--- src/rtl/ysyx_25040111_axi_pkg.sv ---
// Shared AXI4-Lite definitions: response codes and the read-arbiter state encoding.
package ysyx_25040111_axi_pkg;

    localparam int unsigned RESP_W = 2;

    localparam logic [RESP_W-1:0] RESP_OKAY   = 2'b00;
    localparam logic [RESP_W-1:0] RESP_SLVERR = 2'b10;
    localparam logic [RESP_W-1:0] RESP_DECERR = 2'b11;

    // S_IDLE: arbitrate and drain stale beats; S_AR: address phase;
    // S_R: data phase; S_ERR: synthesized SLVERR after a slave timeout.
    typedef enum logic [1:0] {
        S_IDLE = 2'd0,
        S_AR   = 2'd1,
        S_R    = 2'd2,
        S_ERR  = 2'd3
    } rd_arb_state_e;

endpackage : ysyx_25040111_axi_pkg

--- src/rtl/ysyx_25040111_rr_grant2.sv ---
// Combinational 2-way grant.
//   req[1:0] : request per master (bit 1 = m1)
//   last     : index of the master that owned the previous transaction
//   rr_en    : 1 = round-robin (tie goes to !last), 0 = fixed priority (m1 wins)
//   gnt[1:0] : one-hot grant, zero when nobody requests
module ysyx_25040111_rr_grant2 (
    input  logic [1:0] req,
    input  logic       last,
    input  logic       rr_en,
    output logic [1:0] gnt
);

    // Single requester always wins; only the tie depends on policy.
    always_comb begin
        gnt = 2'b00;
        case (req)
            2'b01:   gnt = 2'b01;
            2'b10:   gnt = 2'b10;
            2'b11:   gnt = (rr_en && last) ? 2'b01 : 2'b10;
            default: gnt = 2'b00;
        endcase
    end

endmodule : ysyx_25040111_rr_grant2

--- src/rtl/ysyx_25040111_rd_arbiter.sv ---
// 2:1 AXI4-Lite read-channel arbiter: masters m0 (IFU) and m1 (LSU) share one
// read slave. One transaction in flight; the slave address is registered and
// held for the whole transaction; the response goes to the owner only. A
// watchdog answers SLVERR to the owner when the slave never responds.
// Ports:
//   clk, rst_n           : clock, asynchronous active-low reset
//   mX_araddr/arvalid    : master X read request (held until mX_arready)
//   mX_arready           : request accepted (IDLE only, combinational)
//   mX_rdata/rresp/rvalid: response to master X, mX_rready its handshake
//   s_araddr/s_arvalid   : slave address channel (address registered)
//   s_arready            : slave address accept
//   s_rdata/rresp/rvalid : slave response, s_rready its handshake
module ysyx_25040111_rd_arbiter
    import ysyx_25040111_axi_pkg::*;
#(
    parameter int unsigned ADDR_W  = 32,
    parameter int unsigned DATA_W  = 32,
    parameter int unsigned RR_EN   = 1,
    parameter int unsigned TIMEOUT = 255
) (
    input  logic              clk,
    input  logic              rst_n,

    input  logic [ADDR_W-1:0] m0_araddr,
    input  logic              m0_arvalid,
    output logic              m0_arready,
    output logic [DATA_W-1:0] m0_rdata,
    output logic [1:0]        m0_rresp,
    output logic              m0_rvalid,
    input  logic              m0_rready,

    input  logic [ADDR_W-1:0] m1_araddr,
    input  logic              m1_arvalid,
    output logic              m1_arready,
    output logic [DATA_W-1:0] m1_rdata,
    output logic [1:0]        m1_rresp,
    output logic              m1_rvalid,
    input  logic              m1_rready,

    output logic [ADDR_W-1:0] s_araddr,
    output logic              s_arvalid,
    input  logic              s_arready,
    input  logic [DATA_W-1:0] s_rdata,
    input  logic [1:0]        s_rresp,
    input  logic              s_rvalid,
    output logic              s_rready
);

    // Keep the timer at least one bit wide even when the watchdog is disabled.
    localparam int unsigned TMR_W = (TIMEOUT == 0) ? 1 : $clog2(TIMEOUT + 1);

    rd_arb_state_e     state_q, state_d;
    logic              owner_q, owner_d;
    logic              last_q,  last_d;
    logic [ADDR_W-1:0] araddr_q, araddr_d;
    logic [TMR_W-1:0]  timer_q, timer_d;

    logic [1:0]        gnt;
    logic              own_rready;
    logic              timeout_hit;
    logic              r_valid;
    logic [DATA_W-1:0] r_data;
    logic [1:0]        r_resp;

    ysyx_25040111_rr_grant2 u_grant (
        .req   ({m1_arvalid, m0_arvalid}),
        .last  (last_q),
        .rr_en (RR_EN != 0),
        .gnt   (gnt)
    );

    assign own_rready  = owner_q ? m1_rready : m0_rready;
    assign timeout_hit = (TIMEOUT != 0) && (timer_q == TMR_W'(TIMEOUT - 1));
    assign s_araddr    = araddr_q;

    // State register.
    always_ff @(posedge clk or negedge rst_n) begin
        if (!rst_n) begin
            state_q  <= S_IDLE;
            owner_q  <= 1'b0;
            last_q   <= 1'b1;
            araddr_q <= '0;
            timer_q  <= '0;
        end else begin
            state_q  <= state_d;
            owner_q  <= owner_d;
            last_q   <= last_d;
            araddr_q <= araddr_d;
            timer_q  <= timer_d;
        end
    end

    // Next-state and output decode.
    always_comb begin
        state_d    = state_q;
        owner_d    = owner_q;
        last_d     = last_q;
        araddr_d   = araddr_q;
        timer_d    = timer_q;
        m0_arready = 1'b0;
        m1_arready = 1'b0;
        s_arvalid  = 1'b0;
        s_rready   = 1'b0;
        r_valid    = 1'b0;
        r_data     = '0;
        r_resp     = RESP_OKAY;
        m0_rvalid  = 1'b0;
        m0_rdata   = '0;
        m0_rresp   = RESP_OKAY;
        m1_rvalid  = 1'b0;
        m1_rdata   = '0;
        m1_rresp   = RESP_OKAY;

        case (state_q)
            S_IDLE: begin
                // Anything the slave returns here is stale and is swallowed.
                s_rready   = 1'b1;
                m0_arready = gnt[0];
                m1_arready = gnt[1];
                if (gnt != 2'b00) begin
                    araddr_d = gnt[1] ? m1_araddr : m0_araddr;
                    owner_d  = gnt[1];
                    timer_d  = '0;
                    state_d  = S_AR;
                end
            end
            S_AR: begin
                s_arvalid = 1'b1;
                timer_d   = timer_q + TMR_W'(1);
                if (timeout_hit) begin
                    state_d = S_ERR;
                end else if (s_arready) begin
                    state_d = S_R;
                end
            end
            S_R: begin
                s_rready = own_rready;
                r_valid  = s_rvalid;
                r_data   = s_rdata;
                r_resp   = s_rresp;
                timer_d  = timer_q + TMR_W'(1);
                // A completing beat wins over a coincident timeout.
                if (s_rvalid && own_rready) begin
                    last_d  = owner_q;
                    state_d = S_IDLE;
                end else if (timeout_hit) begin
                    state_d = S_ERR;
                end
            end
            S_ERR: begin
                s_rready = 1'b1;
                r_valid  = 1'b1;
                r_resp   = RESP_SLVERR;
                if (own_rready) begin
                    last_d  = owner_q;
                    state_d = S_IDLE;
                end
            end
            default: state_d = S_IDLE;
        endcase

        // Route the response to the owner only.
        if (owner_q) begin
            m1_rvalid = r_valid;
            m1_rdata  = r_data;
            m1_rresp  = r_resp;
        end else begin
            m0_rvalid = r_valid;
            m0_rdata  = r_data;
            m0_rresp  = r_resp;
        end
    end

endmodule : ysyx_25040111_rd_arbiter

--- config.mk ---
export PLATFORM = sky130hd
export DESIGN_NAME = ysyx_25040111_rd_arbiter
export DESIGN_NICKNAME = d
export VERILOG_FILES = /design/src/rtl/ysyx_25040111_axi_pkg.sv /design/src/rtl/ysyx_25040111_rr_grant2.sv /design/src/rtl/ysyx_25040111_rd_arbiter.sv
export SDC_FILE = /design/constraint.sdc
export NUM_CORES = 1
export LEC_CHECK = 0
export BUFFER_PORTS_ARGS = -buffer_cell sky130_fd_sc_hd__buf_4
export CAP_MARGIN = 40
export CELL_PAD_IN_SITES_DETAIL_PLACEMENT = 0
export CELL_PAD_IN_SITES_GLOBAL_PLACEMENT = 1
export CORE_UTILIZATION = 29
export CTS_CLUSTER_SIZE = 8
export DETAILED_ROUTE_END_ITERATION = 6
export PLACE_DENSITY = 0.93
export SKIP_LAST_GASP = 1
export SLEW_MARGIN = 20
export SYNTH_ARGS = -nofsm -noshare
export SYNTH_HDL_FRONTEND = slang
export SYNTH_SLANG_ARGS = --single-unit
--- constraint.sdc ---
create_clock -name clk -period 5.12 [get_ports clk]
set_input_delay 1.024 -clock clk [delete_from_list [all_inputs] [get_ports clk]]
set_output_delay 1.024 -clock clk [all_outputs]
set_load 0.005 [all_outputs]
==> results of run 1 <==
==> synthesized netlist by cell type, drive strengths merged <==
library cell   n  area share, %
and2          35            8.5
xor2           6            2.0
a21boi         1           0.29
clkbuf        15            2.2
a21o           2           0.58
o211ai         4            1.2
nand2         13            1.9
o2111ai        2           0.67
mux2i          8            3.1
ha             7            3.4
o21a           1           0.29
nor2          13            2.0
and3          34            8.2
a2bb2oi        1           0.34
buf            6            2.1
mux2           2           0.86
and4           2           0.67
dfrtp         43             41
a22oi          1           0.29
o21ai         11            2.1
a221oi         2           0.67
a222oi        26             10
dfstp          1            1.0
nor2b          5            1.2
inv           30            4.3
a21oi          5           0.96
==> sequential cells by signal (all words and copies together) (netlist names) <==
name	flops
owner_q	1
last_q	1
s_araddr	32
state_q	2
timer_q	8
==> per-layer routing <==
| metal | vias up | part of all wire (%) | track usage, % |
|---|---|---|---|
| li1 | 1390 | - | - |
| met1 | 1284 | 40 | 23.1 |
| met2 | 167 | 49 | 30.2 |
| met3 | 9 | 8.7 | 4.55 |
| met4 | 0 | 1.4 | 5.97 |
| met5 | - | 0 | 0 |
==> cell type report <==
class / count / area (um^2)
multi-input cells: 181 / 1280
clock inverters: 3 / 50.0
fillers: 793 / 4330
repair buffers: 217 / 1640
inverters: 30 / 113
clock buffers: 5 / 68.8
well taps: 108 / 135
flip-flops and latches: 44 / 1100
==> logic make-up (layout without fill, tap and decap cells) <==
| group | count (synthesis) | after routing | share of synthesized area (%) |
|---|---|---|---|
| XOR/XNOR | 6 | 6 | 2.02 |
| AO/OA/AOI/OAI | 56 | 56 | 17.3 |
| adder cells (fa/ha/maj) | 7 | 7 | 3.36 |
| multiplexers | 10 | 10 | 3.94 |
| flip-flops | 44 | 44 | 42.3 |
| AND/OR/NAND/NOR | 102 | 102 | 22.4 |
| buffers and inverters | 51 | 255 | 8.60 |
==> power breakdown <==
part	internal [uW]	switching, uW
combinational	667	561
sequential	507	120
clock	151	138
==> through the flow <==
| step | setup WS [ns] | total power (uW) | util, % | cell area [um^2] |
|---|---|---|---|---|
| after CTS | 2.04 | 2160 | 50.4 | 4390 |
| after floorplan | 2.36 | 1250 | - | 2600 |
| after global placement | 1.49 | 1810 | 48.6 | 4240 |
| after detailed placement | 2.12 | 1870 | 49.0 | 4280 |
| after global routing | 1.92 | 2320 | 50.4 | 4390 |
| final | 2.05 | 2140 | 50.4 | 4390 |
==> final timing paths <==
check	endpoint	slack, ns	from
max in group asynchronous	last_q	4.04	rst_n
min in group asynchronous	s_araddr[1]	0.70	rst_n
max	m0_rdata[7]	2.05	state_q[0]
max reg2reg	timer_q[2]	3.25	state_q[1]
min	s_araddr[24]	0.49	s_araddr[24]
min reg2reg	s_araddr[24]	0.49	s_araddr[24]
==> critical path: stages, from the launching register on <==
cell and delay, ns:
dfrtp_1 0.43, inv_1 0.14, ha_1 0.45, nor2b_1 0.18, buf_4 0.26, and2_1 0.17, buf_4 0.10
==> flow_summary.toml, run 1 <==
[run_status]
status = "complete, but fails checks"
violations = "DRC"

[cells_and_area]
drive_gt1_share_pct = 48.1
nets = 592
antenna_cells = 0
layout.cells.non_filler = 588
layout_common_cells = "buf_4 (215), dfrtp_1 (43), and2_1 (34), and3_1 (34), inv_1 (29)"
final_common_cell = "buf_4"
area_delta_synth_final_pct = 68.8

[power_and_ir_drop]
powerDensity_nw_per_um2 = 488
ir_drop_v = 0.000239
leakagePower_uw = 0.00249

[routing]
via_per_inst = 4.85
drt_first_iter_violations = 117
vias = 2850
routedWlPerCell_um = 14.4
ant_nets = 0
first_pass_iters = 7
route.final.wire_length_um = 8480
drc = 1

[cts]
cts_setup_buffers = 0
cts_tree = "yes"
clock-sinks = 44
cts-root-buf = "clkbuf_8"
hold_buffers = 0
cts_made_buffers = 5
clock_latency_ns = 0.31
cts_buffer_depth = 2
ctsResizeCount = 0
cts_max_level = 2
clk_pin_slew_ns = 0.09

[critical_path]
worstPathRequired_ns = 4.10
critPathKind = "register to output port"
cp-start-kind = "register"
path_max_fanout = 33
critPathCaptureType = "output port"
cp.arrival_ns = 2.05
reg2regPathDepth = 6

[sta]
finalHoldViolCount = 0
hold_ws_ns = 0.490
fin_crit_ns = 3.07
finalSetupViolations = 0
tns_ns = 0
rsz0062_at_grt = "no"
drv_slew = 0
max_freq_mhz = 326
worst_pin_slew_ns = 0.552
worst_slew_margin_rel_pct = 63.2
fin_crit_sh_pct = 60.0
skew_ns = 0.00808

[global_routing]
grt_antenna_before_repair = 0
grt_max_degree = 45
grt_pass1_vias = 2797
gr-usage-all-layers_pct = 18.2
overflow = 0
grt_pass1_wl_um = 13900

[synthesis]
avgSynthCellArea_um2 = 9.43
syn_inst = 276
ys_seq_area_share_pct = 42.3
ys_seq_elements = 44
yosys_warnings = 0
synth_nets = 389
syn_area_um2 = 2600
synth_cell_types = 32

[floorplan]
ios = 212
dieArea_um2 = 9360
die_h_um = 96.8
start_util_pct = 29.9
coreArea_um2 = 8720
fp-row-count = 34
die_w_um = 96.8

[placement]
place.gp.congestion = 0.819
dp_cells = 580
port-buffer-count = 211
hpwl_um = 6810

[worst_hold_path]
hold_path.class = "register to register"
holdPathStages = 2

[run]
drv_cap = 0
(Power assumes the default switching activity.)
==> inputs of run 2 (changes only) <==
- CORE_UTILIZATION: 29 -> 24
- PLACE_DENSITY: 0.93 -> 0.83
- clock period: 5.12 -> 2.6 ns (I/O delays scaled with it)
==> run 2 against run 1 <==
Compared with the run above: the run still ends with DRC left; global-route usage shrank 3.0 points; clock-buffer cell count is the same; core utilization shrank 7.8 points; wire length grew 5.6%; first-iteration DRC count grew 140%; register-to-register slack lost 2.5 ns; sequential share of layout area shrank 0.21 points; combinational power grew 98%; clock power grew 110%; power grew 98%; cell count grew 4.9%; sequential power grew 93%; largest power group unchanged; highest routed layer unchanged.
==> flow_summary.toml, run 2 (synthesis results as in run 1) <==
[run_status]
status = "complete, but fails checks"
violations = "DRC"

[sta]
max_freq_mhz = 422
finalSetupViolations = 0
worst_pin_slew_ns = 0.559
fin_crit_ns = 2.37
rsz0062_at_grt = "no"
worst_slew_margin_rel_pct = 62.7
tns_ns = 0
fin_crit_sh_pct = 91.2
skew_ns = 0.00504
drv_slew = 0
finalHoldViolCount = 0

[global_routing]
gr-usage-all-layers_pct = 15.2
overflow = 0
grt_pass1_wl_um = 13600
grt_max_degree = 45
grt_pass1_vias = 2789
grt_antenna_before_repair = 2

[critical_path]
setup.worst_path.start = "state_q[0]"
crit_chain = "inv_1 -> ha_2 -> nor2b_1 -> buf_4 -> and2_1 -> buf_4"
reg2regPathDepth = 5
cp-start-kind = "register"
cp.arrival_ns = 1.85
path_common_cell = "buf_4"
reg2reg_from = "owner_q"
r2r-end = "state_q[1]"
critPathKind = "register to output port"
ff2ff_setup_slack_ns = 0.74
cpPeakStageDelay_ns = 0.42
slowest_stage = "dfrtp_1"
critPathCaptureType = "output port"
worstPathRequired_ns = 2.08
path_max_fanout = 33
crit_end = "m0_rdata[28]"

[cells_and_area]
final_common_cell = "buf_4"
layout_common_cells = "buf_4 (217), dfrtp_1 (43), and2_1 (34), and3_1 (34), inv_1 (29)"
drive_gt1_share_pct = 48.2
area_delta_synth_final_pct = 70.2
final_area_um2 = 4430
largest_reg_flops = 32
fillCellCount = 1019
nets = 592
final_util_pct = 42.5

[cts]
cts_max_level = 2
cts_made_buffers = 5
clk_pin_slew_ns = 0.08
cts-root-buf = "clkbuf_8"
hold_buffers = 0
cts_buffer_depth = 2
cts_setup_buffers = 0
clock_latency_ns = 0.29
cts_tree = "yes"
clock-sinks = 44

[routing]
route.final.wire_length_um = 8950
drt_first_iter_violations = 279
via_per_inst = 4.74
first_pass_iters = 7
routedWlPerCell_um = 14.5
vias = 2926
ant_nets = 0
drc = 10

[floorplan]
ios = 212
fp-row-count = 37
die_w_um = 106
die_h_um = 106
coreArea_um2 = 10400
start_util_pct = 25.0
dieArea_um2 = 11300

[worst_hold_path]
hold_path.class = "input pin to asynchronous set/reset pin"

[power_and_ir_drop]
leakagePower_uw = 0.00249
ir_drop_v = 0.000351
powerDensity_nw_per_um2 = 958

[run]
drv_cap = 0

[placement]
hpwl_um = 7120
dpl_cell_area_um2 = 4300
port-buffer-count = 211
place.gp.congestion = 0.938
run 2: changes by cell type in the layout (fill, tap and decap cells not counted):
cell,previous run,this run
inv_6,1,0
diode_2,0,2
inv_8,1,0
ha_2,0,1
bufinv_16,1,2
ha_1,7,6
buf_4,215,217
buf_8,2,0
run 2: where the power goes:
| part | internal (uW) | total (uW) | switching (uW) |
|---|---|---|---|
| clock | 378 | 604 | 226 |
| sequential | 999 | 1210 | 215 |
| combinational | 1300 | 2430 | 1130 |
| total | 2670 | 4250 | 1570 |
run 2: area by class of cell:
class / count / area (um^2) / share of cell area (%)
repair buffers: 217 / 1630 / 36.8
multi-input cells: 181 / 1280 / 29.0
flip-flops and latches: 44 / 1100 / 24.9
well taps: 136 / 170 / 3.84
inverters: 30 / 113 / 2.54
clock buffers: 5 / 68.8 / 1.55
clock inverters: 2 / 60.1 / 1.36
diodes: 2 / 5.00 / 0.113
run 2: what timing repair did:
action | 4_1_cts | 5_1_grt
hold endpoints to repair | 0 | 0
resized for setup | 0 | 1
setup endpoints to repair | 0 | 28
run 2: through the flow:
step                      instances  worst slack (ns)  hold WS (ns)  total power (uW)
after floorplan                 276             0.702         0.224              2460
after global placement          608             0.545         0.472              3610
after detailed placement        608             0.468         0.477              3670
after CTS                       615             0.135         0.230              4300
after global routing            617            0.0696         0.248              4600
final                           617             0.228         0.214              4250
run 2: how the worst min path moves through the flow:
stage	depth (start not counted)	end	slack, ns
2_1_floorplan	0	owner_q	0.22
3_3_place_gp	2	s_araddr[24]	0.47
3_5_place_dp	2	s_araddr[24]	0.48
4_1_cts	1	s_araddr[9]	0.23
5_1_grt	1	s_araddr[9]	0.25
6_report	1	s_araddr[9]	0.21
run 2: worst max-delay path: cells and delay by family, from the launching register on:
kind	cells	cell delay, ns
adder cells (fa/ha/maj)	1	0.30
flip-flops	1	0.42
buffers and inverters	3	0.51
AND/OR/NAND/NOR	2	0.33
run 2: layer usage:
metal	global-route usage [%]	wire [um]
met1	16.4	3280
met2	28.7	4690
met3	3.07	743
met4	6.35	240
met5	0	0
